==> src/rtl/pc_unit.sv <==
// ---------------------------------------------------------------------------
// pc_unit -- program counter with an optional return-address stack.
//
// Controls are prioritised hold > call > ret > load > inc. Only the highest
// asserted control acts, and the result shows on pc after the next rising
// edge. All outputs come straight from flops.
//
// Optional feature macro: PC_CALL_STACK_EN
//   defined   : LIFO return stack of STACK_DEPTH entries. call pushes pc+1
//               and jumps. ret pops into pc. Overflow and underflow leave
//               the state alone and pulse stack_err for one cycle.
//   undefined : no stack. call acts as load, ret is ignored (lower-priority
//               controls still act), and the flags are constant 1/0/0.
//
// Ports
//   clk         in   clock, rising edge
//   rst_n       in   async active-low reset
//   hold        in   freeze pc/stack this cycle (also blocks errors)
//   call        in   push return address, jump to load_addr
//   ret         in   pop return address into pc
//   load        in   jump to load_addr
//   inc         in   pc <= pc + 1 (wraps silently)
//   load_addr   in   [WIDTH] jump/call target
//   pc          out  [WIDTH] current program counter
//   stack_empty out  stack holds zero entries
//   stack_full  out  stack holds STACK_DEPTH entries
//   stack_err   out  one-cycle overflow/underflow pulse
// ---------------------------------------------------------------------------
module pc_unit #(
    parameter int WIDTH       = 16,
    parameter int STACK_DEPTH = 8
) (
    input  logic             clk,
    input  logic             rst_n,
    input  logic             hold,
    input  logic             call,
    input  logic             ret,
    input  logic             load,
    input  logic             inc,
    input  logic [WIDTH-1:0] load_addr,
    output logic [WIDTH-1:0] pc,
    output logic             stack_empty,
    output logic             stack_full,
    output logic             stack_err
);

    logic [WIDTH-1:0] pc_q, pc_d;
    logic [WIDTH-1:0] pc_inc;

    assign pc_inc = pc_q + WIDTH'(1);
    assign pc     = pc_q;

`ifdef PC_CALL_STACK_EN
    localparam int PW = $clog2(STACK_DEPTH);

    // The count is one bit wider than the pointer so that "full" can be told
    // apart from "empty".
    logic [PW:0]      cnt_q, cnt_d;
    logic             empty_q, empty_d;
    logic             full_q, full_d;
    logic             err_q, err_d;
    logic             push;
    logic [PW-1:0]    wr_idx, top_idx;
    logic [WIDTH-1:0] stack_q [STACK_DEPTH];

    assign wr_idx  = cnt_q[PW-1:0];
    assign top_idx = PW'(cnt_q - (PW+1)'(1));

    always_comb begin
        pc_d  = pc_q;
        cnt_d = cnt_q;
        err_d = 1'b0;
        push  = 1'b0;
        if (hold) begin
            // hold freezes everything, including error generation
        end else if (call) begin
            if (full_q) begin
                err_d = 1'b1;
            end else begin
                push  = 1'b1;
                cnt_d = cnt_q + (PW+1)'(1);
                pc_d  = load_addr;
            end
        end else if (ret) begin
            if (empty_q) begin
                err_d = 1'b1;
            end else begin
                pc_d  = stack_q[top_idx];
                cnt_d = cnt_q - (PW+1)'(1);
            end
        end else if (load) begin
            pc_d = load_addr;
        end else if (inc) begin
            pc_d = pc_inc;
        end
        // The flags are decoded from the next count so that they are
        // registered alongside it.
        empty_d = (cnt_d == '0);
        full_d  = (cnt_d == (PW+1)'(STACK_DEPTH));
    end

    always_ff @(posedge clk or negedge rst_n) begin
        if (!rst_n) begin
            pc_q    <= '0;
            cnt_q   <= '0;
            empty_q <= 1'b1;
            full_q  <= 1'b0;
            err_q   <= 1'b0;
        end else begin
            pc_q    <= pc_d;
            cnt_q   <= cnt_d;
            empty_q <= empty_d;
            full_q  <= full_d;
            err_q   <= err_d;
        end
    end

    // The storage is not reset. A cleared count makes the old entries
    // unreachable.
    always_ff @(posedge clk) begin
        if (push) begin
            stack_q[wr_idx] <= pc_inc;
        end
    end

    assign stack_empty = empty_q;
    assign stack_full  = full_q;
    assign stack_err   = err_q;
`else
    // Without a stack, call takes the place of load, and ret falls through.
    always_comb begin
        pc_d = pc_q;
        if (hold) begin
            pc_d = pc_q;
        end else if (call || load) begin
            pc_d = load_addr;
        end else if (inc) begin
            pc_d = pc_inc;
        end
    end

    always_ff @(posedge clk or negedge rst_n) begin
        if (!rst_n) begin
            pc_q <= '0;
        end else begin
            pc_q <= pc_d;
        end
    end

    assign stack_empty = 1'b1;
    assign stack_full  = 1'b0;
    assign stack_err   = 1'b0;
`endif

endmodule

==> config.mk <==
export PLATFORM = sky130hd
export DESIGN_NAME = pc_unit
export DESIGN_NICKNAME = d
export VERILOG_FILES = /design/src/rtl/pc_unit.sv
export SDC_FILE = /design/constraint.sdc
export NUM_CORES = 1
export LEC_CHECK = 0
export CAP_MARGIN = 20
export CORE_UTILIZATION = 36
export DETAILED_ROUTE_END_ITERATION = 8
export GPL_TIMING_DRIVEN = 0
export PLACE_DENSITY = 0.69
export RECOVER_POWER = 100
export SLEW_MARGIN = 20
export SYNTH_ARGS = -nofsm -noshare
export SYNTH_HDL_FRONTEND = slang
export SYNTH_SLANG_ARGS = --single-unit
==> constraint.sdc <==
create_clock -name clk -period 1.8 [get_ports clk]
set_input_delay 0.45 -clock clk [delete_from_list [all_inputs] [get_ports clk]]
set_output_delay 0.45 -clock clk [all_outputs]
set_load 0.05 [all_outputs]
==> results of run 1 <==
path summary, 6_finish.rpt:
path,start,endpoint
setup / recovery,load,pc[15]$_DFFE_PN0P_
setup reg to reg,pc[0]$_DFFE_PN0P_,pc[14]$_DFFE_PN0P_
hold reg to reg,pc[0]$_DFFE_PN0P_,pc[0]$_DFFE_PN0P_
min in group asynchronous,rst_n,pc[3]$_DFFE_PN0P_
max in group asynchronous,rst_n,pc[0]$_DFFE_PN0P_
hold / removal,pc[0]$_DFFE_PN0P_,pc[0]$_DFFE_PN0P_
layout by cell type, fill, tap and decap left out, types with 2 or more instances in the layout:
master / synthesis / routed
nand2_1: 11 / 11
nor2_1: 4 / 2
clkbuf_4: 0 / 3
a21oi_1: 15 / 15
nand4_1: 6 / 6
o22ai_1: 9 / 9
nor2_2: 0 / 2
dfrtp_2: 0 / 2
dlygate4sd2_1: 0 / 13
clkbuf_2: 1 / 6
buf_4: 3 / 3
dfrtp_1: 16 / 14
mux2i_1: 2 / 2
conb_1: 2 / 3
clkdlybuf4s50_1: 0 / 20
buf_2: 2 / 2
o21ai_0: 5 / 5
a2bb2oi_1: 12 / 12
and4_1: 4 / 4
nand3_1: 6 / 6
clkdlybuf4s15_1: 0 / 2
kinds of logic after synthesis:
logic type | count (synthesis) | share of synthesized area
AO/OA/AOI/OAI | 45 | 0.2871
adder cells (fa/ha/maj) | 1 | 0.01216
buffers and inverters | 15 | 0.07664
flip-flops | 16 | 0.3893
multiplexers | 2 | 0.01947
other | 2 | 0.007302
AND/OR/NAND/NOR | 39 | 0.2080
report_power, final:
part	internal [W]	switching, W
logic	0.000196	0.000353
clock network	0.000123	0.000126
registers	0.000413	0.0000666
total	0.000733	0.000546
synthesized netlist by cell type (all sizes together):
| master | number |
|---|---|
| o21ai | 5 |
| nor3b | 1 |
| dfrtp | 16 |
| or4 | 1 |
| nand2 | 11 |
| conb | 2 |
| o211ai | 1 |
| and2 | 1 |
| or2 | 2 |
| a41o | 1 |
| buf | 6 |
| or3 | 1 |
| nor3 | 1 |
| nand4 | 6 |
| a31o | 1 |
| mux2i | 2 |
| a2bb2oi | 12 |
| a21oi | 15 |
| ha | 1 |
| nor2 | 4 |
| inv | 1 |
| and4 | 4 |
| clkbuf | 8 |
| o22ai | 9 |
| nand3 | 7 |
| o21a | 1 |
per-layer routing:
layer  share of wire  global-route usage  vias to the layer above
li1                -                   -                      533
met1            0.42              0.2868                      555
met2            0.48              0.3253                       70
met3           0.092             0.03279                        4
met4          0.0096             0.09286                        0
met5               0                   0                        -
what timing repair did:
item / in CTS / in global routing
hold buffers: 0 / 0
resized for setup: 21 / 8
setup endpoints to repair: 32 / 14
metrics by stage:
step / hold slack [ns] / worst slack (ns) / util / TNS [ns] / total power, W
final: 0.5321 / 0.04191 / 0.5373 / 0 / 0.001278
after CTS: 0.5362 / 0.005845 / 0.5359 / 0 / 0.001279
after floorplan: 0.1544 / 0.02457 / - / 0 / 0.0008536
after detailed placement: 0.5218 / -0.4593 / 0.5281 / -6.482 / 0.001067
after global routing: 0.5771 / -0.0005083 / 0.5373 / -0.0005083 / 0.001338
after global placement: 0.5037 / -0.4332 / 0.5281 / -5.895 / 0.001061
cell type report:
| type | count | area [um^2] |
|---|---|---|
| fillers | 275 | 1265 |
| multi-input cells | 90 | 565.5 |
| flip-flops and latches | 16 | 402.9 |
| repair buffers | 37 | 349.1 |
| plain buffers | 12 | 72.57 |
| well taps | 31 | 38.79 |
| clock buffers | 4 | 36.28 |
| inverters | 1 | 3.754 |
==> impl_metrics.env, run 1 <==
export IMPL_via_per_inst=6.084
export IMPL_globalplace_congestion=0.8430
export IMPL_p_per_area_mw_per_mm2=870.3
export IMPL_drt_iter0_markers=60
export IMPL_fin_crit_sh=0.9767
export IMPL_vias=1162
export IMPL_clk_path_buf_depth=2
export IMPL_slowest_delay_ns=0.55
export IMPL_hold_path_depth=1
export IMPL_synthesis_area_mm2=0.001028
export IMPL_dpl_hpwl_um=2127
export IMPL_die_h_um=55.45
export IMPL_cts_setup_buffers=0
export IMPL_ant_nets=0
export IMPL_top_regs="pc: 16 flops"
export IMPL_rsz0062_at_grt="true"
export IMPL_drive_gt1_frac=0.1563
export IMPL_routedWlPerCell_um=15.88
export IMPL_core_area_mm2=0.002734
export IMPL_cp_top_family="simple AND/OR/NAND/NOR gates"
export IMPL_ios=42
export IMPL_synthTopCellsByArea="dfrtp_1, a2bb2oi_1, a21oi_1, o22ai_1, nand2_1"
export IMPL_grt_start_max_net_pins=17
export IMPL_skew_ns=0.003369
export IMPL_final_cells=191
export IMPL_cp_arrival_ns=1.99
export IMPL_clk_latency_ns=0.29
export IMPL_placed_area_mm2=0.001444
export IMPL_regMostFlops="pc"
export IMPL_wl_um=3034
export IMPL_synth_top_cell_area_share=0.3893
export IMPL_syn_to_final_growth_pct=42.82
export IMPL_root_buffer="clkbuf_4"
export IMPL_overflow=0
export IMPL_path_buf_inv=1
export IMPL_setup_viol_count_final=0
export IMPL_cts_sinks=16
export IMPL_postLayoutCellArea_mm2=0.001469
export IMPL_slew_violations=0
export IMPL_drv_cap=0
export IMPL_rrSetupSlack_ns=0.15
export IMPL_slew_headroom=0.4816
export IMPL_clkTransAtPathRegs_ns=0.11
export IMPL_std_cell_rows=19
export IMPL_min_period_ns=1.758
export IMPL_syn_avg_cell_area_um2=8.571
export IMPL_grt_pass1_vias=1084
export IMPL_finalHoldViolCount=0
export IMPL_start_kind="input pin"
export IMPL_hold_path_class="register to register"
export IMPL_crit_type="input pin to register"
export IMPL_grt_pass1_wl_um=5112
export IMPL_grt_antenna_before_repair=0
export IMPL_cts_tree="built"
export IMPL_cts_htree_levels=1
export IMPL_max_freq_ghz=0.5688
export IMPL_synth_seq_cells=16
export IMPL_diodes=0
export IMPL_endpoint_kind="register"
export IMPL_cp_depth=5
export IMPL_cp_required_ns=2.03
export IMPL_cp_slowest_cell="clkdlybuf4s50_1"
export IMPL_r2r_cells=5
export IMPL_start_util=0.3762
export IMPL_first_pass_iters=4
export IMPL_status="finished, final reports clean"
export IMPL_grt_usage=0.2090
export IMPL_port_buffers=37
export IMPL_nNetsFinal=185
export IMPL_cts_buffers=3
export IMPL_cp_max_fo=7
export IMPL_peakVddDrop_mv=0.4170
export IMPL_yosysUniqueCellTypes=31
export IMPL_die_area_mm2=0.003075
export IMPL_largest_register_ffs=16
export IMPL_ys_warn_count=0
export IMPL_ys_seq_area_frac=0.3893
export IMPL_netlist_instances=120
export IMPL_drc=0
export IMPL_tightest_slew_ns=0.7751
export IMPL_synth_top_cell_by_area="dfrtp_1"
export IMPL_cp_cell_sequence="clkdlybuf4s50_1 > nor3_2 > or2_4 > or4_1 > nand3_1"
export IMPL_leakage_nw=0.5986
export IMPL_die_w_um=55.45
export IMPL_dpl_cell_count=189
Note: power is estimated with default switching activity, not from simulation.
==> run 2: changes to the inputs <==
Settings changed: CTS_BUF_LIST from default to sky130_fd_sc_hd__clkbuf_16.
Clock period 1.8 ns to 1.9 ns, I/O delays scaled along.
==> impl_metrics.env, run 2 (same netlist as run 1, synthesis figures left out) <==
export IMPL_grt_antenna_before_repair=0
export IMPL_die_h_um=55.45
export IMPL_cp_top_family="simple AND/OR/NAND/NOR gates"
export IMPL_core_area_mm2=0.002734
export IMPL_busiest_layer="met2"
export IMPL_peakVddDrop_mv=0.5449
export IMPL_diodes=0
export IMPL_clk_path_buf_depth=2
export IMPL_finalHoldViolCount=0
export IMPL_globalplace_congestion=0.8635
export IMPL_syn_to_final_growth_pct=46.59
export IMPL_tightest_slew_ns=0.7919
export IMPL_max_freq_ghz=0.5374
export IMPL_cts_setup_buffers=0
export IMPL_cp_arrival_ns=2.04
export IMPL_p_per_area_mw_per_mm2=920.7
export IMPL_fin_tns_setup_ns=0
export IMPL_ios=42
export IMPL_use_met3=0.04918
export IMPL_skew_ns=0.0006671
export IMPL_grt_usage=0.2159
export IMPL_slowest_delay_ns=0.58
export IMPL_largest_register_ffs=16
export IMPL_grt_pass1_vias=1042
export IMPL_clk_latency_ns=0.25
export IMPL_start_util=0.3762
export IMPL_overflow=0
export IMPL_cp_depth=5
export IMPL_slew_violations=0
export IMPL_std_cell_rows=19
export IMPL_drt_iter0_markers=33
export IMPL_cts_htree_levels=1
export IMPL_dpl_hpwl_um=2196
export IMPL_cts_hold_buf=0
export IMPL_clkTransAtPathRegs_ns=0.05
export IMPL_cp_max_fo=7
export IMPL_met1_usage=0.2757
export IMPL_fin_crit_sh=0.9794
export IMPL_nNetsFinal=185
export IMPL_wl_um=3074
export IMPL_hold_path_class="register to register"
export IMPL_crit_type="input pin to register"
export IMPL_setup_viol_count_final=0
export IMPL_post_route_util=0.5515
export IMPL_regMostFlops="pc"
export IMPL_drive_gt1_frac=0.1321
export IMPL_drv_cap=0
export IMPL_use_met2=0.3528
export IMPL_port_buffers=37
export IMPL_status="finished, final reports clean"
export IMPL_first_pass_iters=4
export IMPL_via_per_inst=5.947
export IMPL_vias=1130
export IMPL_cts_buffers=3
export IMPL_r2r_cells=5
export IMPL_endpoint_kind="register"
export IMPL_final_cell_mix="clkdlybuf4s50_1, dfrtp_1, a21oi_1"
export IMPL_power_w=0.001388
export IMPL_cp_required_ns=2.08
export IMPL_path_buf_inv=1
export IMPL_root_buffer="clkbuf_16"
export IMPL_slew_headroom=0.4703
export IMPL_drc=0
export IMPL_cp_cell_sequence="clkdlybuf4s50_1 > nor3_2 > or2_4 > or4_1 > nand3_1"
export IMPL_cp_slowest_cell="clkdlybuf4s50_1"
export IMPL_hold_path_depth=2
export IMPL_leakage_nw=0.6141
export IMPL_layout_commonest_cell="clkdlybuf4s50_1"
export IMPL_grt_pass1_wl_um=5064
export IMPL_ant_nets=0
export IMPL_start_kind="input pin"
export IMPL_dpl_cell_count=189
export IMPL_min_period_ns=1.861
export IMPL_die_w_um=55.45
export IMPL_grt_start_max_net_pins=17
export IMPL_die_area_mm2=0.003075
export IMPL_rsz0062_at_grt="true"
export IMPL_final_cells=190
export IMPL_cts_tree="built"
export IMPL_routedWlPerCell_um=16.18
export IMPL_top_regs="pc: 16 flops"
export IMPL_cts_sinks=16
-- run 2: power breakdown --
group          leakage (nW)  internal (W)  total [W]  switching [W]
Clock                0.0370      0.000277   0.000414       0.000137
Combinational         0.398      0.000186   0.000522       0.000336
Sequential            0.179      0.000392   0.000452      0.0000604
Total                 0.614      0.000855    0.00139       0.000534
-- run 2: layout make-up --
class	count	area (um^2)
plain buffers	12	72.57
well taps	31	38.79
clock buffers	3	75.07
flip-flops and latches	16	400.4
fillers	262	1226
multi-input cells	90	570.5
repair buffers	37	346.6
inverters	1	3.754
-- run 2: worst reg2reg max path, cell delays in order (launching register included) --
cell and delay, ns:
dfrtp_1 0.41, ha_1 0.24, and4_1 0.39, nand3_1 0.21, o22ai_1 0.18, a2bb2oi_1 0.09
-- run 2: worst paths after layout --
kind	from	to	slack (ns)
max	load	pc[15]$_DFFE_PN0P_	0.04
min	pc[8]$_DFFE_PN0P_	pc[8]$_DFFE_PN0P_	0.56
max reg2reg	pc[0]$_DFFE_PN0P_	pc[14]$_DFFE_PN0P_	0.24
min reg2reg	pc[8]$_DFFE_PN0P_	pc[8]$_DFFE_PN0P_	0.56
max in group asynchronous	rst_n	pc[1]$_DFFE_PN0P_	0.65
min in group asynchronous	rst_n	pc[14]$_DFFE_PN0P_	0.76
-- run 2: what timing repair did --
| item | CTS | global route |
|---|---|---|
| endpoints found under the setup margin | 30 | 14 |
| gates resized for setup | 18 | 6 |
| endpoints found under the hold margin | 0 | 0 |
-- run 2: per-stage QoR --
step / worst slack, ns / cell area (um^2) / hold slack [ns]
3_5_place_dp: -0.3879 / 1441 / 0.5499
5_1_grt: 0.00008671 / 1508 / 0.5890
3_3_place_gp: -0.3637 / 1441 / 0.5437
4_1_cts: 0.001495 / 1500 / 0.5569
6_report: 0.03922 / 1508 / 0.5573
2_1_floorplan: 0.03748 / 1032 / 0.1794
-- run 2: metal layers --
metal | vias to the layer above | wire length [um] | part of all wire
met5 | - | 0 | 0
met4 | 0 | 43 | 0.014
met3 | 4 | 160 | 0.052
met2 | 39 | 1520 | 0.49
met1 | 555 | 1349 | 0.44
li1 | 532 | - | -
==> run 3: changes to the inputs <==
Settings changed: SETUP_SLACK_MARGIN from default to 0.4, TNS_END_PERCENT from default to 100.
==> impl_metrics.env, run 3 (same netlist as run 1, synthesis figures left out) <==
export IMPL_status="finished, final reports clean"
export IMPL_drc=0
export IMPL_switchingPower_w=0.0005482
export IMPL_largest_register_ffs=16
export IMPL_cts_buffers=3
export IMPL_via_per_inst=5.790
export IMPL_place_ws_ns=-0.3827
export IMPL_cts_htree_levels=1
export IMPL_final_cell_mix="clkbuf_1, clkdlybuf4s50_1, a21oi_1"
export IMPL_cp_max_fo=5
export IMPL_vias=1129
export IMPL_p_clk_frac=0.297
export IMPL_ios=42
export IMPL_final_cells=195
export IMPL_die_h_um=55.45
export IMPL_cts_sinks=16
export IMPL_start_util=0.3762
export IMPL_clkTransAtPathRegs_ns=0.05
export IMPL_hp_start="pc[0]$_DFFE_PN0P_"
export IMPL_clk_path_buf_depth=2
export IMPL_internal_power_w=0.0008548
export IMPL_rsz0062_at_grt="false"
export IMPL_leakage_nw=0.5754
export IMPL_peakVddDrop_mv=0.6731
export IMPL_nNetsFinal=189
export IMPL_cp_required_ns=1.42
export IMPL_seq_area_um2=416.7
export IMPL_port_buffers=37
export IMPL_cp_arrival_ns=1.16
export IMPL_setup_viol_count_final=0
export IMPL_r2r_start="pc[0]$_DFFE_PN0P_"
export IMPL_drt_iter0_markers=24
export IMPL_rrSetupSlack_ns=0.47
export IMPL_layout_commonest_cell="clkbuf_1"
export IMPL_grt_antenna_before_repair=0
export IMPL_std_cell_rows=19
export IMPL_syn_to_final_growth_pct=47.44
export IMPL_diodes=0
export IMPL_endpoint_kind="primary output"
export IMPL_finalHoldViolCount=0
export IMPL_cp_top_family="buffers and inverters"
export IMPL_grt_usage=0.2165
export IMPL_dpl_cell_count=189
export IMPL_start_kind="register"
export IMPL_die_w_um=55.45
export IMPL_power_w=0.001403
export IMPL_top_regs="pc: 16 flops"
export IMPL_drv_cap=0
export IMPL_switching_share=0.3907
export IMPL_final_setup_worst_slack_ns=0.2627
export IMPL_min_period_ns=1.637
export IMPL_p_seq_frac=0.336
export IMPL_overflow=0
export IMPL_cp_cell_sequence="clkbuf_1"
export IMPL_wl_um=3080
export IMPL_cp_slowest_cell="clkbuf_1"
export IMPL_globalplace_congestion=0.7981
export IMPL_skew_ns=0.003609
export IMPL_clk_latency_ns=0.25
export IMPL_dpl_hpwl_um=2144
export IMPL_fin_crit_sh=0.8617
export IMPL_root_buffer="clkbuf_16"
export IMPL_p_per_area_mw_per_mm2=925.2
export IMPL_routedWlPerCell_um=15.79
export IMPL_multi_input_area_um2=606.8
export IMPL_cts_hold_buf=0
export IMPL_path_buf_inv=1
export IMPL_slowest_delay_ns=0.49
export IMPL_regMostFlops="pc"
export IMPL_grt_pass1_vias=1119
export IMPL_die_area_mm2=0.003075
export IMPL_ant_nets=0
export IMPL_tightest_slew_ns=0.7714
export IMPL_p_comb_frac=0.367
export IMPL_r2r_cells=6
export IMPL_crit_type="register to primary output"
export IMPL_worstHoldEndpoint="pc[0]$_DFFE_PN0P_"
export IMPL_slew_headroom=0.4841
export IMPL_grt_start_max_net_pins=17
export IMPL_cts_tree="built"
export IMPL_core_area_mm2=0.002734
export IMPL_drive_gt1_frac=0.2622
export IMPL_hold_path_class="register to register"
export IMPL_hold_path_depth=1
export IMPL_r2r_end="pc[12]$_DFFE_PN0P_"
export IMPL_max_freq_ghz=0.6108
export IMPL_slew_violations=0
export IMPL_first_pass_iters=4
export IMPL_grt_pass1_wl_um=5326
export IMPL_n_fill_cell=265
==> run 3: layer usage <==
layer | track usage | wire length (um) | vias up | part of all wire
li1 | - | - | 545 | -
met1 | 0.2955 | 1422 | 541 | 0.46
met2 | 0.3494 | 1471 | 39 | 0.48
met3 | 0.03279 | 144 | 4 | 0.047
met4 | 0.07500 | 41 | 0 | 0.013
met5 | 0 | 0 | - | 0
==> run 3: timing repair <==
item,CTS,global route
resized for setup,88,16
pin swaps,2,2
endpoints found under the setup margin,32,15
setup buffers,2,0
==> run 3: final cells by class <==
type,count,area share
plain buffers,14,0.06683
well taps,31,0.02558
repair buffers,39,0.1782
flip-flops and latches,16,0.2748
clock inverters,1,0.002475
inverters,1,0.002475
multi-input cells,90,0.4002
clock buffers,3,0.04951
==> run 3: power by group through the flow <==
stage | combinational, W | clock (W) | sequential, W
finish | 0.000515 | 0.000417 | 0.000471
global route | 0.000549 | 0.000436 | 0.000481
CTS | 0.000542 | 0.000422 | 0.000469
detailed placement | 0.000565 | 0 | 0.000475
global placement | 0.000560 | 0 | 0.000471
floorplan | 0.000196 | 0 | 0.000640
==> run 3: metrics by stage <==
step | util | hold slack, ns | TNS, ns | instance area [um^2]
6_report | 0.5547 | 0.5413 | 0 | 1516
4_1_cts | 0.5767 | 0.5439 | 0 | 1577
2_1_floorplan | - | 0.1794 | 0 | 1085
5_1_grt | 0.5547 | 0.5777 | 0 | 1516
3_5_place_dp | 0.5465 | 0.5366 | -5.195 | 1494
3_3_place_gp | 0.5465 | 0.5308 | -4.342 | 1494
==> run 3: how the worst max path moves through the flow <==
stage | from | depth (start not counted) | slack, ns | to
after global routing | pc[5]$_DFFE_PN0P_ | 1 | 0.22 | pc[5]
final | pc[13]$_DFFE_PN0P_ | 1 | 0.26 | pc[13]
after CTS | pc[15]$_DFFE_PN0P_ | 1 | 0.40 | pc[15]
after detailed placement | load | 6 | -0.38 | pc[6]$_DFFE_PN0P_
after floorplan | pc[9]$_DFFE_PN0P_ | 4 | 0.35 | pc[15]$_DFFE_PN0P_
after global placement | load | 6 | -0.32 | pc[6]$_DFFE_PN0P_
